<file path="src/rtl/instruction_fetch_unit.sv">
// MIPS instruction-fetch stage: owns the PC, handshakes with instruction memory,
// and feeds IF/ID. Optional misaligned-redirect trap under `FETCH_ALIGN_CHECK_EN`.
module instruction_fetch_unit #(
    parameter logic [31:0] RESET_PC   = 32'h0000_0000,
    parameter logic [31:0] EXC_VECTOR = 32'h0000_0080
) (
    input  logic        Clk,
    input  logic        Rst_n,
    input  logic        PCWrite,
    input  logic        Redirect,
    input  logic [31:0] Redirect_PC,
    output logic        IMem_Req,
    output logic [31:0] IMem_Addr,
    input  logic        IMem_Ready,
    input  logic [31:0] IMem_RData,
    output logic [31:0] Instruction,
    output logic [31:0] PC_Next,
    output logic        Fetch_Valid,
    output logic        Fetch_Exception
);

    typedef enum logic [1:0] {FETCH = 2'd0, DRAIN = 2'd1, HOLD = 2'd2} state_t;

    state_t      state, state_next;
    logic [31:0] pc, pc_load, pc_plus4;
    logic [31:0] pending_pc, pending_load;
    logic [31:0] hold_instr, hold_load;
    logic [31:0] target;
    logic [31:0] instr_sel;
    logic        req, valid;

    assign pc_plus4 = pc + 32'd4;

`ifdef FETCH_ALIGN_CHECK_EN
    logic misaligned;
    logic exc_pulse;

    // A misaligned target is replaced by the trap vector on every redirect path.
    assign misaligned = Redirect_PC[1:0] != 2'b00;
    assign target     = misaligned ? EXC_VECTOR : Redirect_PC;

    always_ff @(posedge Clk or negedge Rst_n) begin
        if (!Rst_n) exc_pulse <= 1'b0;
        else        exc_pulse <= Redirect & misaligned;
    end

    assign Fetch_Exception = exc_pulse;
`else
    logic unused_cfg;

    assign target          = {Redirect_PC[31:2], 2'b00};
    assign Fetch_Exception = 1'b0;
    assign unused_cfg      = ^{EXC_VECTOR, Redirect_PC[1:0]};
`endif

    always_ff @(posedge Clk or negedge Rst_n) begin
        if (!Rst_n) state <= FETCH;
        else        state <= state_next;
    end

    always_comb begin
        state_next = state;
        unique case (state)
            FETCH: begin
                if (Redirect)                    state_next = IMem_Ready ? FETCH : DRAIN;
                else if (IMem_Ready && !PCWrite) state_next = HOLD;
            end
            DRAIN:   if (IMem_Ready)           state_next = FETCH;
            HOLD:    if (Redirect || PCWrite)  state_next = FETCH;
            default: state_next = FETCH;
        endcase
    end

    always_comb begin
        req       = 1'b0;
        valid     = 1'b0;
        instr_sel = IMem_RData;
        unique case (state)
            FETCH: begin
                req   = 1'b1;
                valid = IMem_Ready & ~Redirect;
            end
            DRAIN: req = 1'b1;
            HOLD: begin
                valid     = ~Redirect;
                instr_sel = hold_instr;
            end
            default: ;
        endcase
    end

    // Reset gates the handshake combinationally so an abandoned request drops at once.
    assign IMem_Req    = req & Rst_n;
    assign Fetch_Valid = valid & Rst_n;
    assign IMem_Addr   = pc;
    assign PC_Next     = pc_plus4;
    assign Instruction = Fetch_Valid ? instr_sel : 32'h0000_0000;

    always_comb begin
        pc_load      = pc;
        pending_load = pending_pc;
        hold_load    = hold_instr;
        unique case (state)
            FETCH: begin
                if (Redirect) begin
                    // Without a response the request must finish at the old address.
                    if (IMem_Ready) pc_load      = target;
                    else            pending_load = target;
                end else if (IMem_Ready) begin
                    if (PCWrite) pc_load   = pc_plus4;
                    else         hold_load = IMem_RData;
                end
            end
            DRAIN: begin
                if (Redirect)   pending_load = target;
                if (IMem_Ready) pc_load      = Redirect ? target : pending_pc;
            end
            HOLD: begin
                if (Redirect)     pc_load = target;
                else if (PCWrite) pc_load = pc_plus4;
            end
            default: ;
        endcase
    end

    always_ff @(posedge Clk or negedge Rst_n) begin
        if (!Rst_n) begin
            pc         <= RESET_PC;
            pending_pc <= 32'h0000_0000;
            hold_instr <= 32'h0000_0000;
        end else begin
            pc         <= pc_load;
            pending_pc <= pending_load;
            hold_instr <= hold_load;
        end
    end

endmodule

</file>
<file path="config.mk">
export PLATFORM = sky130hd
export DESIGN_NAME = instruction_fetch_unit
export DESIGN_NICKNAME = d
export VERILOG_FILES = /design/src/rtl/instruction_fetch_unit.sv
export SDC_FILE = /design/constraint.sdc
export NUM_CORES = 1
export LEC_CHECK = 0
export BUFFER_PORTS_ARGS = -buffer_cell sky130_fd_sc_hd__buf_2
export CORE_MARGIN = 2
export CORE_UTILIZATION = 51
export DETAILED_ROUTE_END_ITERATION = 7
export GPL_TIMING_DRIVEN = 0
export PLACE_DENSITY = 0.79
export SYNTH_ARGS = -nofsm -noshare
export SYNTH_HDL_FRONTEND = slang
export SYNTH_SLANG_ARGS = --single-unit
</file>
<file path="constraint.sdc">
create_clock -name Clk -period 4.94 [get_ports Clk]
set_input_delay 0.741 -clock Clk [delete_from_list [all_inputs] [get_ports Clk]]
set_output_delay 0.741 -clock Clk [all_outputs]
set_load 0.02 [all_outputs]
</file>
[Word level (Yosys, flattened, before mapping)]
Index checks and enable logic that the tools add are counted.
Storage, ports and cells
  memory bits (writable): 0
  bits in latches: 0
  memory bits (read-only): 0
  memories: 0
  register bits: 98
  word-level logic and storage cells: 50
  output and inout port bits: 99
Cells by class
  reductions and logical operators: 11
  muxes and demuxes: 21
  magnitude comparators: 0
  shift-type cells: 0
  bitwise gates (word level): 5
  multiply operators: 0
  $add $sub $neg: 1
  divide/modulo/power cells: 0
  eq/ne operators: 8
Operator list (number)
  32-bit 2-to-1 mux: 11
  32-bit case mux with 3 select lines: 1
  32-bit case mux with 2 select lines: 1
  32-bit by 3-bit adder with 32-bit output, second input constant: 1
  2-bit != test, second input constant: 5
  3-bit AND reduction: 3
  2-bit 2-to-1 mux: 4
  2-bit case mux with 3 select lines: 1
  4-bit AND reduction: 1
  1-bit bitwise AND: 3
  3-bit != test, second input constant: 1
  3-bit nonzero test: 1
  2-bit by 1-bit equality test with 1-bit output, second input constant: 1
  2-bit equality test, second input constant: 1
  2-bit zero test: 1
  1-bit 2-to-1 mux: 2
  1-bit inverter: 2
  1-bit case mux with 2 select lines: 1
  2-bit nonzero test: 1
  2-bit OR reduction: 1
  1-bit logical AND: 1
  1-bit zero test: 1
  1-bit logical OR: 1

[Depth between registers and ports, before layout]
  word-level depth: 5
  mapped depth: 8

[Least setup slack after synthesis]
No wires, ideal clock.
  kind: register -> output
  from: reg pc[2] (netlist: IMem_Addr[2])
  to: out PC_Next[24]
  setup slack: 2.125 ns
  arrival time: 2.074 ns
  stages on the path, launching flop included: 7
  path through: dfrtp_1 -> ha_1 -> nand3_1 -> or3_1 -> clkbuf_1 -> nor4_2 -> xor2_1
On the way
  longest elaborated chain between the ends: 1
RTL lines
  start: declaration: RTL line 25  | logic [31:0] pc, pc_load, pc_plus4;
  start signal: assignment: RTL line 132  | pc <= pc_load;
  32-bit by 3-bit adder with 32-bit output: RTL line 32  | assign pc_plus4 = pc + 32'd4;
  end: declaration: RTL line 17  | output logic [31:0] PC_Next,
Every way passes these cells.

[Final worst setup path]
  from: reg pc[2] (netlist: IMem_Addr[2])
  to: out PC_Next[18]
The elaborated chain is that of the path after synthesis.

==> results.yml <==
worst_setup_path:
  critPathMaxFanout: 8
  setup.worst_path.start_class: "register"
  max_stage_delay_ns: 0.79
  arrival_ns: 2.90
  cp-end-kind: "output pin"
  critPathSlowestCell: "nor4_1"
  crit_required_ns: 4.20
  worst_path_most_repeated_cell: "nand3_1"
  worstPathCellList: "ha_1 -> nand3_1 -> nor4_1 -> nand3_1 -> xnor2_1 -> buf_2"
  critPathKind: "register to output pin"
worst_hold_path:
  hp-class: "primary input to async pin"
floorplanning:
  rows: 37
  start_util_pct: 53.0
  die_y_um: 108
  die_area_um2: 11700
  core_area_um2: 10400
  boundaryPins: 168
  die_width_um: 108
sta:
  clock_skew_ns: 0.00816
  fin_crit_sh_pct: 73.8
  tightest_slew_ns: 0.898
  rsz0062_at_grt: "false"
  fin_ws_ns: 1.30
  drv_slew: 0
  hold_violations: 0
  period_needed_ns: 3.64
  setup_viol: 0
  tns_ns: 0
  max_freq_mhz: 274
  slew_headroom_pct: 39.6
  hold_ws_ns: 0.371
routing:
  route.detailed.drc: 0
  drtAntennaViolNets: 0
  routed_wl_mm: 16.1
  vias: 5299
  drtIter0Drc: 446
  firstDrtPassIters: 6
  via_per_inst: 5.84
  avgRoutedWirePerCell_um: 17.7
synthesis:
  synth_commonest_cells: "108 x nand2_1, 98 x dfrtp_1, 59 x mux2_2"
  synth.distinct_cells: 51
  yosys.area_share.simple_pct: 18.5
  synth_top_flop_cell: "dfrtp_1"
  synthCells: 593
  ys_warn_count: 0
  synth-edff-count: 0
  ys_ff_latch: 98
  synth_nets: 663
  synth-compound-area-share_pct: 14.9
  ys_seq_area_share_pct: 44.4
  synth_top_family_by_area: "simple AND/OR/NAND/NOR gates"
  avgSynthCellArea_um2: 9.32
  yosysTopAreaCellShare_pct: 44.4
  synth-xor-area-share_pct: 4.28
  synth.area.mux_share_pct: 13.9
  yosys.area.top_type: "dfrtp_1"
  ys_async_sr_fraction_pct: 100
  syn-cell-area_um2: 5520
  synth.most_common_cell: "nand2_1"
  synth-adder-area-share_pct: 0.227
  synth_area_leaders: "dfrtp_1 44%, mux2_2 12%, nand2_1 7.3%"
finish:
  antenna_cells: 0
  drive_gt1_share_pct: 33.5
  fill_cells: 908
  final_cells: 908
  syn2layout_area_growth_pct: 21.7
  post-route-cell-area_um2: 6720
  final_util_pct: 64.6
  layout.nets: 838
global_routing:
  grt-ovfl-total: 0
  antenna_found_initial: 1
  grt_use_total_pct: 27.4
  grt_pass1_vias: 4989
  grt_pass1_wl_mm: 25.3
  grt_max_degree: 54
job:
  drv_cap: 0
placed_design:
  dp_cells: 893
  portBuffers: 163
  post-dp-hpwl_mm: 12.1
  postPlaceCellArea_um2: 6540
  pre_cts_ws_ns: 1.57
  gp_congestion: 0.919
cts:
  postCtsHoldBufs: 0
  path_clk_slew_ns: 0.10
  cts_buffers: 9
  cts_tree: "built"
  ctsHtreeMaxLevel: 3
  cts_setup_buffers: 0
  clockBufferDepth: 2
  clock_latency_ns: 0.37
  cts.sinks: 98
  cts.repair.resized: 0
  root_buffer: "clkbuf_8"
run_status:
  status: "finished clean"
power:
  power.total_mw: 2.37
  power.leakage_nw: 3.24
  vdd_drop_max_uv: 171
  cellPowerDensity_nw_per_um2: 353
-- critical path, delay by kind of cell, from the launching register on --
| kind | cells | cell delay, ns |
|---|---|---|
| fa+ha+maj | 1 | 0.24 |
| buf+inv | 1 | 0.21 |
| simple gates | 3 | 1.35 |
| flops | 1 | 0.47 |
| xor+xnor | 1 | 0.26 |
-- where the power goes --
part           leakage (nW)  switching, mW  internal, mW  total [mW]
clock                0.0921          0.287         0.231       0.518
sequential             1.18          0.150         0.962        1.11
combinational          1.96          0.441         0.302       0.743
-- logic make-up after synthesis --
kind of cell               Yosys count
xor gates and xnor gates            27
DFF                                 98
AOI/OAI and AO/OA                  135
adders and majority gates            1
other                                1
buffers and inverters               50
and+or+nand+nor                    212
muxes                               69
-- final cells by class --
cell class | instances | area [um^2] | share of cell area [%]
multi-input combinational | 445 | 2870 | 42.6
sequential | 98 | 2450 | 36.5
timing repair buffer | 164 | 846 | 12.6
buffer | 44 | 184 | 2.74
tap | 136 | 170 | 2.53
clock buffer | 10 | 128 | 1.90
clock inverter | 5 | 56.3 | 0.837
inverter | 6 | 22.5 | 0.335
-- sequential cells by signal, indices dropped and copies added (netlist names) --
name / count
pending_pc: 32
IMem_Addr: 32
hold_instr: 32
state: 2
-- worst paths after layout --
path | startpoint | endpoint | slack (ns) | cells after the start
setup / recovery | IMem_Addr[2]$_DFFE_PN0P_ | PC_Next[18] | 1.30 | 6
hold / removal | Rst_n | pending_pc[23]$_DFFE_PN0P_ | 0.37 | 1
setup reg to reg | IMem_Addr[2]$_DFFE_PN0P_ | IMem_Addr[22]$_DFFE_PN0P_ | 2.37 | 6
hold reg to reg | pending_pc[6]$_DFFE_PN0P_ | pending_pc[6]$_DFFE_PN0P_ | 0.49 | 1
max in group asynchronous | Rst_n | hold_instr[12]$_DFFE_PN0P_ | 3.87 | 2
min in group Clk | pending_pc[6]$_DFFE_PN0P_ | pending_pc[6]$_DFFE_PN0P_ | 0.49 | 1
-- layer usage --
metal,up-vias,global-route usage (%),share of wire (%)
met5,-,0,0
met4,0,7.60,1.7
met3,29,6.21,8.0
met2,251,43.6,48
met1,2561,37.8,43
li1,2458,-,-
-- cell usage in the layout (no fill, tap or decap), types with 8 or more instances in the layout --
master	instances
buf_2	168
nand2_1	108
dfrtp_1	98
mux2_2	59
a21oi_1	51
o21ai_0	34
clkbuf_1	33
nor2_1	29
xor2_1	19
nor3_1	14
nand3_1	11
and3_1	11
o21ai_1	9
o2bb2ai_1	9
clkbuf_8	9
xnor2_1	8
Power figures use the tool's default switching activity.
